File: config.mk
export PLATFORM = sky130hd
export DESIGN_NAME = multicycle_controller
export DESIGN_NICKNAME = d
export VERILOG_FILES = /design/src/rtl/multicycle_controller.sv
export SDC_FILE = /design/constraint.sdc
export NUM_CORES = 1
export LEC_CHECK = 0
export BUFFER_PORTS_ARGS = -buffer_cell sky130_fd_sc_hd__buf_2
export CORE_MARGIN = 5
export CORE_UTILIZATION = 49
export CTS_BUF_LIST = sky130_fd_sc_hd__clkbuf_4 sky130_fd_sc_hd__clkbuf_8
export DETAILED_ROUTE_END_ITERATION = 16
export GPL_TIMING_DRIVEN = 0
export PLACE_DENSITY_LB_ADDON = 0.15
export REMOVE_ABC_BUFFERS = 1
export SLEW_MARGIN = 0
export SYNTH_ARGS = -nofsm -noshare
export SYNTH_HDL_FRONTEND = slang
export SYNTH_SLANG_ARGS = --single-unit
File: constraint.sdc
create_clock -name clk -period 2.7 [get_ports clk]
set_input_delay 0.135 -clock clk [delete_from_list [all_inputs] [get_ports clk]]
set_output_delay 0.135 -clock clk [all_outputs]
set_load 0.01 [all_outputs]
File: src/rtl/multicycle_controller.sv
// Multicycle MIPS control FSM: sequences fetch/decode/execute states and drives datapath strobes.
// Latency: lw 5, sw/R-type/addi 4, beq/bne/j 3 cycles with memory ready; outputs are combinational from state.
// Backpressure: FETCH, MEMRD and MEMWR hold their state while mem_ready is low (when enabled).
module multicycle_controller #(
  parameter int ALUCTRL_W     = 3,
  parameter bit USE_MEM_READY = 1'b1,
  parameter bit EN_BNE        = 1'b1
) (
  input  logic                 clk,
  input  logic                 reset_n,
  input  logic [5:0]           op,
  input  logic [5:0]           funct,
  input  logic                 zero,
  input  logic                 mem_ready,
  output logic                 iord,
  output logic                 memwrite,
  output logic                 irwrite,
  output logic                 regdst,
  output logic                 memtoreg,
  output logic                 regwrite,
  output logic                 alusrca,
  output logic [1:0]           alusrcb,
  output logic [1:0]           pcsrc,
  output logic                 pcen,
  output logic [ALUCTRL_W-1:0] alucontrol,
  output logic                 illegal_op,
  output logic [3:0]           state_o
);

  typedef enum logic [3:0] {
    FETCH   = 4'd0,
    DECODE  = 4'd1,
    MEMADR  = 4'd2,
    MEMRD   = 4'd3,
    MEMWB   = 4'd4,
    MEMWR   = 4'd5,
    EXECUTE = 4'd6,
    ALUWB   = 4'd7,
    BRANCH  = 4'd8,
    ADDIEX  = 4'd9,
    ADDIWB  = 4'd10,
    JUMP    = 4'd11
  } state_t;

  state_t     state;
  state_t     state_nxt;
  logic       run;
  logic       rdy;
  logic       is_bne;
  logic [2:0] alu3;
  logic [2:0] funct_alu;

  assign rdy     = USE_MEM_READY ? mem_ready : 1'b1;
  assign is_bne  = EN_BNE && (op == 6'b000101);
  assign state_o = state;

  // State register; run stays low for the first edge after reset release so that
  // the first live FETCH cycle begins at that edge rather than before it.
  always_ff @(posedge clk or negedge reset_n) begin
    if (!reset_n) begin
      state <= FETCH;
      run   <= 1'b0;
    end else begin
      state <= state_nxt;
      run   <= 1'b1;
    end
  end

  // R-type function field to ALU operation; unknown codes fall back to add.
  always_comb begin
    funct_alu = 3'b010;
    case (funct)
      6'b100000: funct_alu = 3'b010;
      6'b100010: funct_alu = 3'b110;
      6'b100100: funct_alu = 3'b000;
      6'b100101: funct_alu = 3'b001;
      6'b101010: funct_alu = 3'b111;
      default:   funct_alu = 3'b010;
    endcase
  end

  // Next-state and Moore outputs; strobes are forced off while reset holds or has just released.
  always_comb begin
    state_nxt  = FETCH;
    iord       = 1'b0;
    memwrite   = 1'b0;
    irwrite    = 1'b0;
    regdst     = 1'b0;
    memtoreg   = 1'b0;
    regwrite   = 1'b0;
    alusrca    = 1'b0;
    alusrcb    = 2'b00;
    pcsrc      = 2'b00;
    pcen       = 1'b0;
    alu3       = 3'b000;
    illegal_op = 1'b0;
    case (state)
      FETCH: begin
        alusrcb   = 2'b01;
        alu3      = 3'b010;
        irwrite   = rdy;
        pcen      = rdy;
        state_nxt = rdy ? DECODE : FETCH;
      end
      DECODE: begin
        alusrcb = 2'b11;
        alu3    = 3'b010;
        case (op)
          6'b100011, 6'b101011: state_nxt = MEMADR;
          6'b000000:            state_nxt = EXECUTE;
          6'b000100:            state_nxt = BRANCH;
          6'b001000:            state_nxt = ADDIEX;
          6'b000010:            state_nxt = JUMP;
          default: begin
            if (is_bne) begin
              state_nxt = BRANCH;
            end else begin
              illegal_op = 1'b1;
              state_nxt  = FETCH;
            end
          end
        endcase
      end
      MEMADR: begin
        alusrca   = 1'b1;
        alusrcb   = 2'b10;
        alu3      = 3'b010;
        state_nxt = (op == 6'b100011) ? MEMRD : MEMWR;
      end
      MEMRD: begin
        iord      = 1'b1;
        state_nxt = rdy ? MEMWB : MEMRD;
      end
      MEMWB: begin
        memtoreg  = 1'b1;
        regwrite  = 1'b1;
        state_nxt = FETCH;
      end
      MEMWR: begin
        iord      = 1'b1;
        memwrite  = 1'b1;
        state_nxt = rdy ? FETCH : MEMWR;
      end
      EXECUTE: begin
        alusrca   = 1'b1;
        alu3      = funct_alu;
        state_nxt = ALUWB;
      end
      ALUWB: begin
        regdst    = 1'b1;
        regwrite  = 1'b1;
        state_nxt = FETCH;
      end
      BRANCH: begin
        alusrca   = 1'b1;
        alu3      = 3'b110;
        pcsrc     = 2'b01;
        pcen      = is_bne ? ~zero : zero;
        state_nxt = FETCH;
      end
      ADDIEX: begin
        alusrca   = 1'b1;
        alusrcb   = 2'b10;
        alu3      = 3'b010;
        state_nxt = ADDIWB;
      end
      ADDIWB: begin
        regwrite  = 1'b1;
        state_nxt = FETCH;
      end
      JUMP: begin
        pcsrc     = 2'b10;
        pcen      = 1'b1;
        state_nxt = FETCH;
      end
      default: state_nxt = FETCH;
    endcase
    if (!run) begin
      memwrite   = 1'b0;
      irwrite    = 1'b0;
      regwrite   = 1'b0;
      pcen       = 1'b0;
      illegal_op = 1'b0;
      state_nxt  = FETCH;
    end
  end

  // Zero-extend the 3-bit ALU code into the configured field width.
  always_comb begin
    alucontrol      = '0;
    alucontrol[2:0] = alu3;
  end

endmodule
==> results.cfg, run 1 <==
[flow_run]
drv_cap = 0

[worst_setup_path]
end_kind = primary output
crit_start = state_o[2]$_DFF_PN0_
critPathKind = register to primary output
r2r_slack_ns = 0.95
worstPathCellList = nand2b_1, nor3_1, nand2_1, o32ai_1, buf_2
worstPathRequired_ns = 2.57
r2r_cells = 4
max_stage_delay_ns = 0.60
start_kind = register
cp.depth = 5
slowest_stage = dfrtp_1
critPathBufInv = 1
reg2reg_from = state_o[0]$_DFF_PN0_
crit_end = pcen
r2r_end = state_o[2]$_DFF_PN0_
critical-path-top-delay-family = simple AND/OR/NAND/NOR gates
worstPathArrival_ns = 1.83
cp_max_fo = 21

[sta]
finalCritPeriodShare = 0.7285
clock-skew-final_ns = 0.001920
fin_setup_tns_ns = 0
relSlewSlack = 0.5778
hold_viol_final = 0
period_needed_ns = 1.967
worstMarginPinSlew_ns = 0.6332
report.final.setup_viol = 0
rsz0062_at_grt = false
slew_viol_final = 0
fmax_mhz = 508.4

[global_route]
grt_usage = 0.2042
grt_max_degree = 22
grt_pass1_wl_um = 3208
antenna_found_initial = 0
grt_pass1_vias = 747
overflow = 0

[drt]
vias_per_cell = 5.800
drtAntennaViolNets = 0
detailedRoute.firstPassIterationCount = 4
drt_wl_total_um = 2035
drt_iter0_drc = 13
num_vias = 841
drc = 0
wl_per_cell_um = 14.03

[synthesis]
yosysMostFrequentCell = nor2_1
yosysTopAreaCell = dfrtp_1
synth_area_um2 = 678.2
yosysUniqueCellTypes = 38
syn_avg_cell_area_um2 = 7.064
synth-edff-count = 0
synth_top_area_share = 0.1845
ys.warnings.count = 0
synth_cells = 96
synth_async_sr_flop_share = 1.000
synth_common_cells = nor2_1, a21oi_1, nand2b_1
synth-seq-cells = 5
synth.yosys.seq_area_share = 0.1845
synthTopCellsByArea = dfrtp_1, nor2_1, nand2b_1, a21oi_1, a31oi_1
synth_top_flop_cell = dfrtp_1

[cts]
cts_tree = built
cts.sinks = 5
numCtsBuffers = 3
cts_max_level = 1
root_buffer = clkbuf_4
clk_pin_slew_ns = 0.05
clk-insertion-delay-late_ns = 0.24
clockBufferDepth = 2
ctsResizeCount = 0

[finish]
fin_util = 0.6740
nets = 147
area_growth_pct = 29.34
num_antenna_cells = 0
final_area_um2 = 877.1
layout-drive-gt1-share = 0.3308

[placed_design]
gp_congestion = 0.8265
dp_hpwl_um = 1569
portBuffers = 35
place_area_um2 = 837.1

[power]
p_leak_nw = 0.4136
vdd_drop_max_mv = 0.1099
p_per_area_nw_per_um2 = 277.5
finalPower_uw = 243.4

[die]
rows = 13
die_h_um = 47.20
start_util = 0.5212
pin_count = 36
core_area_um2 = 1301
dieArea_um2 = 2228
die_w_um = 47.20

[worst_hold_path]
min_path_type = input port to asynchronous set/reset pin

[status]
status = finished clean
## report_power, final
group / switching, mW / internal, mW / leakage (nW) / total, mW
clock network: 0.0335 / 0.0661 / 0.0184 / 0.0996
registers: 0.00712 / 0.0771 / 0.0666 / 0.0842
logic: 0.0314 / 0.0282 / 0.329 / 0.0596
total: 0.0720 / 0.171 / 0.414 / 0.243
## per-stage QoR
step / setup slack (ns) / instances / hold WS, ns
after global routing: 0.5028 / 145 / 0.2370
after floorplan: 1.052 / 90 / -0.1606
final: 0.7329 / 145 / 0.2312
after CTS: 0.7356 / 145 / 0.2229
after global placement: 0.9597 / 140 / -0.05217
after detailed placement: 0.9646 / 140 / -0.04363
## registers in the layout, indices dropped and copies added, names as in the netlist
name,flops
state_o,4
run,1
## routing by layer
layer  vias up  share of wire  wire length [um]  track usage
li1        424              -                 -            -
met1       393           0.38               783       0.2330
met2        22           0.55              1114       0.3794
met3         2          0.058               118      0.01149
met4         0         0.0093                19      0.09945
met5         -              0                 0            0
## how the worst min path moves through the flow
stage | start | to | depth (start not counted)
finish | reset_n | state_o[3]$_DFF_PN0_ | 2
floorplan | reset_n | run$_DFF_PN0_ | 0
global route | reset_n | state_o[3]$_DFF_PN0_ | 2
global placement | reset_n | state_o[0]$_DFF_PN0_ | 1
detailed placement | reset_n | state_o[0]$_DFF_PN0_ | 1
CTS | op[4] | state_o[1]$_DFF_PN0_ | 4
## placed cells by master, fill, tap and decap left out, types with 2 or more instances in the layout
master    synthesis  layout
buf_2             4      35
nor2_1           16      16
nand2b_1          7       7
a21oi_1           7       7
nor3_1            5       5
nand2_1           5       5
dfrtp_1           5       5
nand3_1           4       4
o21ai_0           4       4
a31oi_1           4       4
clkbuf_4          0       4
inv_1             3       3
nor4_1            3       3
xor2_1            2       2
o31ai_1           2       2
nor3b_1           2       2
## area by class of cell
type	instances	area, um^2
Timing Repair Buffer	36	185.2
Clock buffer	4	30.03
Tap cell	15	18.77
Sequential cell	5	125.1
Multi-Input combinational cell	82	506.7
Fill cell	121	424.2
Inverter	3	11.26
## cell families after synthesis
group | Yosys count | share of synthesized area
AND/OR/NAND/NOR | 53 | 0.4576
AO/OA/AOI/OAI | 23 | 0.2140
buffers and inverters | 9 | 0.06826
flip-flops | 5 | 0.1845
XOR/XNOR | 3 | 0.03875
multiplexers | 2 | 0.03136
other | 1 | 0.005530
## repair_timing
| action | 4_1_cts | 5_1_grt |
|---|---|---|
| hold buffers | 1 | 0 |
| hold endpoints to repair | 5 | 0 |
| setup buffers | 0 | 0 |
Power figures use the tool's default switching activity.
==> run 2, diff against run 1 <==
--- a/config.mk
+++ b/config.mk
@@ -5,9 +5,10 @@
 export SDC_FILE = /design/constraint.sdc
 export NUM_CORES = 1
 export LEC_CHECK = 0
+export ABC_AREA = 1
 export BUFFER_PORTS_ARGS = -buffer_cell sky130_fd_sc_hd__buf_2
 export CORE_MARGIN = 5
-export CORE_UTILIZATION = 49
+export CORE_UTILIZATION = 41
 export CTS_BUF_LIST = sky130_fd_sc_hd__clkbuf_4 sky130_fd_sc_hd__clkbuf_8
 export DETAILED_ROUTE_END_ITERATION = 16
 export GPL_TIMING_DRIVEN = 0
==> constraint.sdc (replaced) <==
create_clock -name clk -period 1.6 [get_ports clk]
set_input_delay 0.08 -clock clk [delete_from_list [all_inputs] [get_ports clk]]
set_output_delay 0.08 -clock clk [all_outputs]
set_load 0.01 [all_outputs]
==> run 2 against run 1 <==
Area after synthesis fell by 5.2%. Sequential cell count unchanged. Register-to-register slack lost 0.66 ns. Die area increased by 10%. Combinational power is 83% higher. Via count increased by 11%. Sequential power rose by 63%. Design area increased by 7.0%. Clock power rose by 61%. Worst setup slack lost 0.68 ns. Clock skew increased by 0.0021 ns. Largest cell class unchanged.
==> results.cfg, run 2 <==
[status]
status = finished clean

[synthesis]
synth.yosys.seq_area_share = 0.1946
synth_cells = 127
syn_avg_cell_area_um2 = 5.064
synth_area_um2 = 643.1
synth_top_flop_cell = dfrtp_1
synthTopCellsByArea = dfrtp_1, nor2_1, nand3_1, inv_1, nand2_1
synth_top_area_share = 0.1946
ys.warnings.count = 0
yosysMostFrequentCell = nor2_1
yosysTopAreaCell = dfrtp_1
synth_async_sr_flop_share = 1.000
synth-seq-cells = 5
yosysUniqueCellTypes = 14
synth-edff-count = 0
synth_common_cells = nor2_1, inv_1, nand2_1

[flow_run]
drv_cap = 0

[die]
start_util = 0.4319
die_h_um = 49.61
pin_count = 36
rows = 14
core_area_um2 = 1489
die_w_um = 49.61
dieArea_um2 = 2461

[worst_setup_path]
start_kind = register
reg2reg_from = state_o[3]$_DFF_PN0_
critPathKind = register to primary output
end_kind = primary output
cp_max_fo = 7
r2r_end = state_o[3]$_DFF_PN0_
worstPathArrival_ns = 1.47
worstPathCellList = inv_2, nand2_1, nor2_4, nand3_1, nor3_1, buf_2
slowest_stage = dfrtp_2
max_stage_delay_ns = 0.46
r2r_slack_ns = 0.29
r2r_cells = 8
crit_start = state_o[2]$_DFF_PN0_
critPathBufInv = 2
critical-path-top-delay-family = simple AND/OR/NAND/NOR gates
worstPathRequired_ns = 1.52

[worst_hold_path]
min_path_type = input port to asynchronous set/reset pin

[global_route]
grt_usage = 0.1492
grt_max_degree = 8
grt_pass1_wl_um = 3036
grt_pass1_vias = 770
antenna_found_initial = 0
overflow = 0

[finish]
layout_commonest_cell = buf_2
final_area_um2 = 938.4
nets = 185
num_antenna_cells = 0
fill_cells = 154
area_growth_pct = 45.91
largest_reg_flops = 4
fin_util = 0.6303
layout-drive-gt1-share = 0.3452
final_cell_mix = buf_2, nor2_1, inv_1, nand2_1, nand3_1

[sta]
rsz0062_at_grt = true
finalCritPeriodShare = 0.9665
clock-skew-final_ns = 0.004053
period_needed_ns = 1.546
slew_viol_final = 0
report.final.setup_viol = 0
fmax_mhz = 646.7
hold_viol_final = 0

[drt]
drt_iter0_drc = 20
drtAntennaViolNets = 0
drt_wl_total_um = 2008
num_vias = 934
drc = 0
vias_per_cell = 5.076
detailedRoute.firstPassIterationCount = 4
wl_per_cell_um = 10.91

[cts]
clk_pin_slew_ns = 0.05
clockBufferDepth = 2
root_buffer = clkbuf_4
numCtsBuffers = 3
cts.sinks = 5
clk-insertion-delay-late_ns = 0.24
cts_max_level = 1
cts_tree = built

[power]
p_switching_uw = 120.1
netSwitchingFraction = 0.2958
power_frac_comb = 0.269
seqPwrFrac = 0.337
p_clk_frac = 0.395
internal-power_uw = 285.9
vdd_drop_max_mv = 0.4711
p_leak_nw = 0.5996
p_per_area_nw_per_um2 = 432.7
finalPower_uw = 406.0

[placed_design]
dp_hpwl_um = 1612
portBuffers = 35
place_area_um2 = 838.3
gp_congestion = 0.8630
## run 2: cell count changes after synthesis, moves of 3 or more
| cell | previous run | this run |
|---|---|---|
| inv_1 | 3 | 26 |
| nand2_1 | 5 | 24 |
| nor2_1 | 16 | 33 |
| nand3_1 | 4 | 20 |
| nand2b_1 | 7 | 0 |
| a31oi_1 | 4 | 0 |
| buf_2 | 4 | 0 |
| nand4_1 | 0 | 4 |
| a21oi_1 | 7 | 4 |
| nor3_1 | 5 | 2 |
## run 2: power groups by stage
stage | Clock [mW] | Sequential (mW) | Combinational, mW
floorplan | 0 | 0.137 | 0.0536
global placement | 0 | 0.136 | 0.0982
detailed placement | 0 | 0.136 | 0.101
CTS | 0.164 | 0.135 | 0.105
global route | 0.180 | 0.137 | 0.123
finish | 0.160 | 0.137 | 0.109
## run 2: how the worst max path moves through the flow
stage | to | depth (start not counted)
6_report | illegal_op | 6
5_1_grt | illegal_op | 6
4_1_cts | illegal_op | 6
3_5_place_dp | illegal_op | 6
3_3_place_gp | illegal_op | 6
2_1_floorplan | pcen | 5
## run 2: cells by family after synthesis
family,share of synthesized area
simple gates,0.5740
buf+inv,0.1517
compound gates,0.07394
flops,0.1946
other cells,0.005831
## run 2: stage by stage
stage          cells  worst slack [ns]  setup TNS (ns)  hold slack (ns)
5_1_grt          184          -0.02850        -0.06098           0.1812
2_1_floorplan    127            0.2835               0          -0.2156
3_3_place_gp     178            0.1825               0          -0.1075
6_report         184           0.05358               0           0.1794
4_1_cts          183           0.01398               0           0.1872
3_5_place_dp     178            0.1947               0          -0.1024
## run 2: timing repair
item                       4_1_cts  5_1_grt
gates resized for setup          6       18
hold endpoints to repair         5        0
pin swaps                        0        1
setup buffers                    0        1
hold buffers                     1        0
setup endpoints to repair        3        8
## run 2: layer usage
| metal | vias to the layer above | wire, um | global-route usage |
|---|---|---|---|
| met4 | 0 | 0 | 0.05240 |
| met3 | 0 | 155 | 0.03313 |
| li1 | 482 | - | - |
| met1 | 421 | 819 | 0.1718 |
| met5 | - | 0 | 0 |
| met2 | 31 | 1033 | 0.2648 |
## run 2: area by class of cell
cell class / instances / area (um^2) / share of cell area
clock buffer: 4 / 30.03 / 0.03200
inverter: 26 / 100.1 / 0.1067
multi-input combinational: 96 / 465.4 / 0.4960
sequential: 5 / 130.1 / 0.1387
tap: 16 / 20.02 / 0.02133
timing repair buffer: 37 / 192.7 / 0.2053
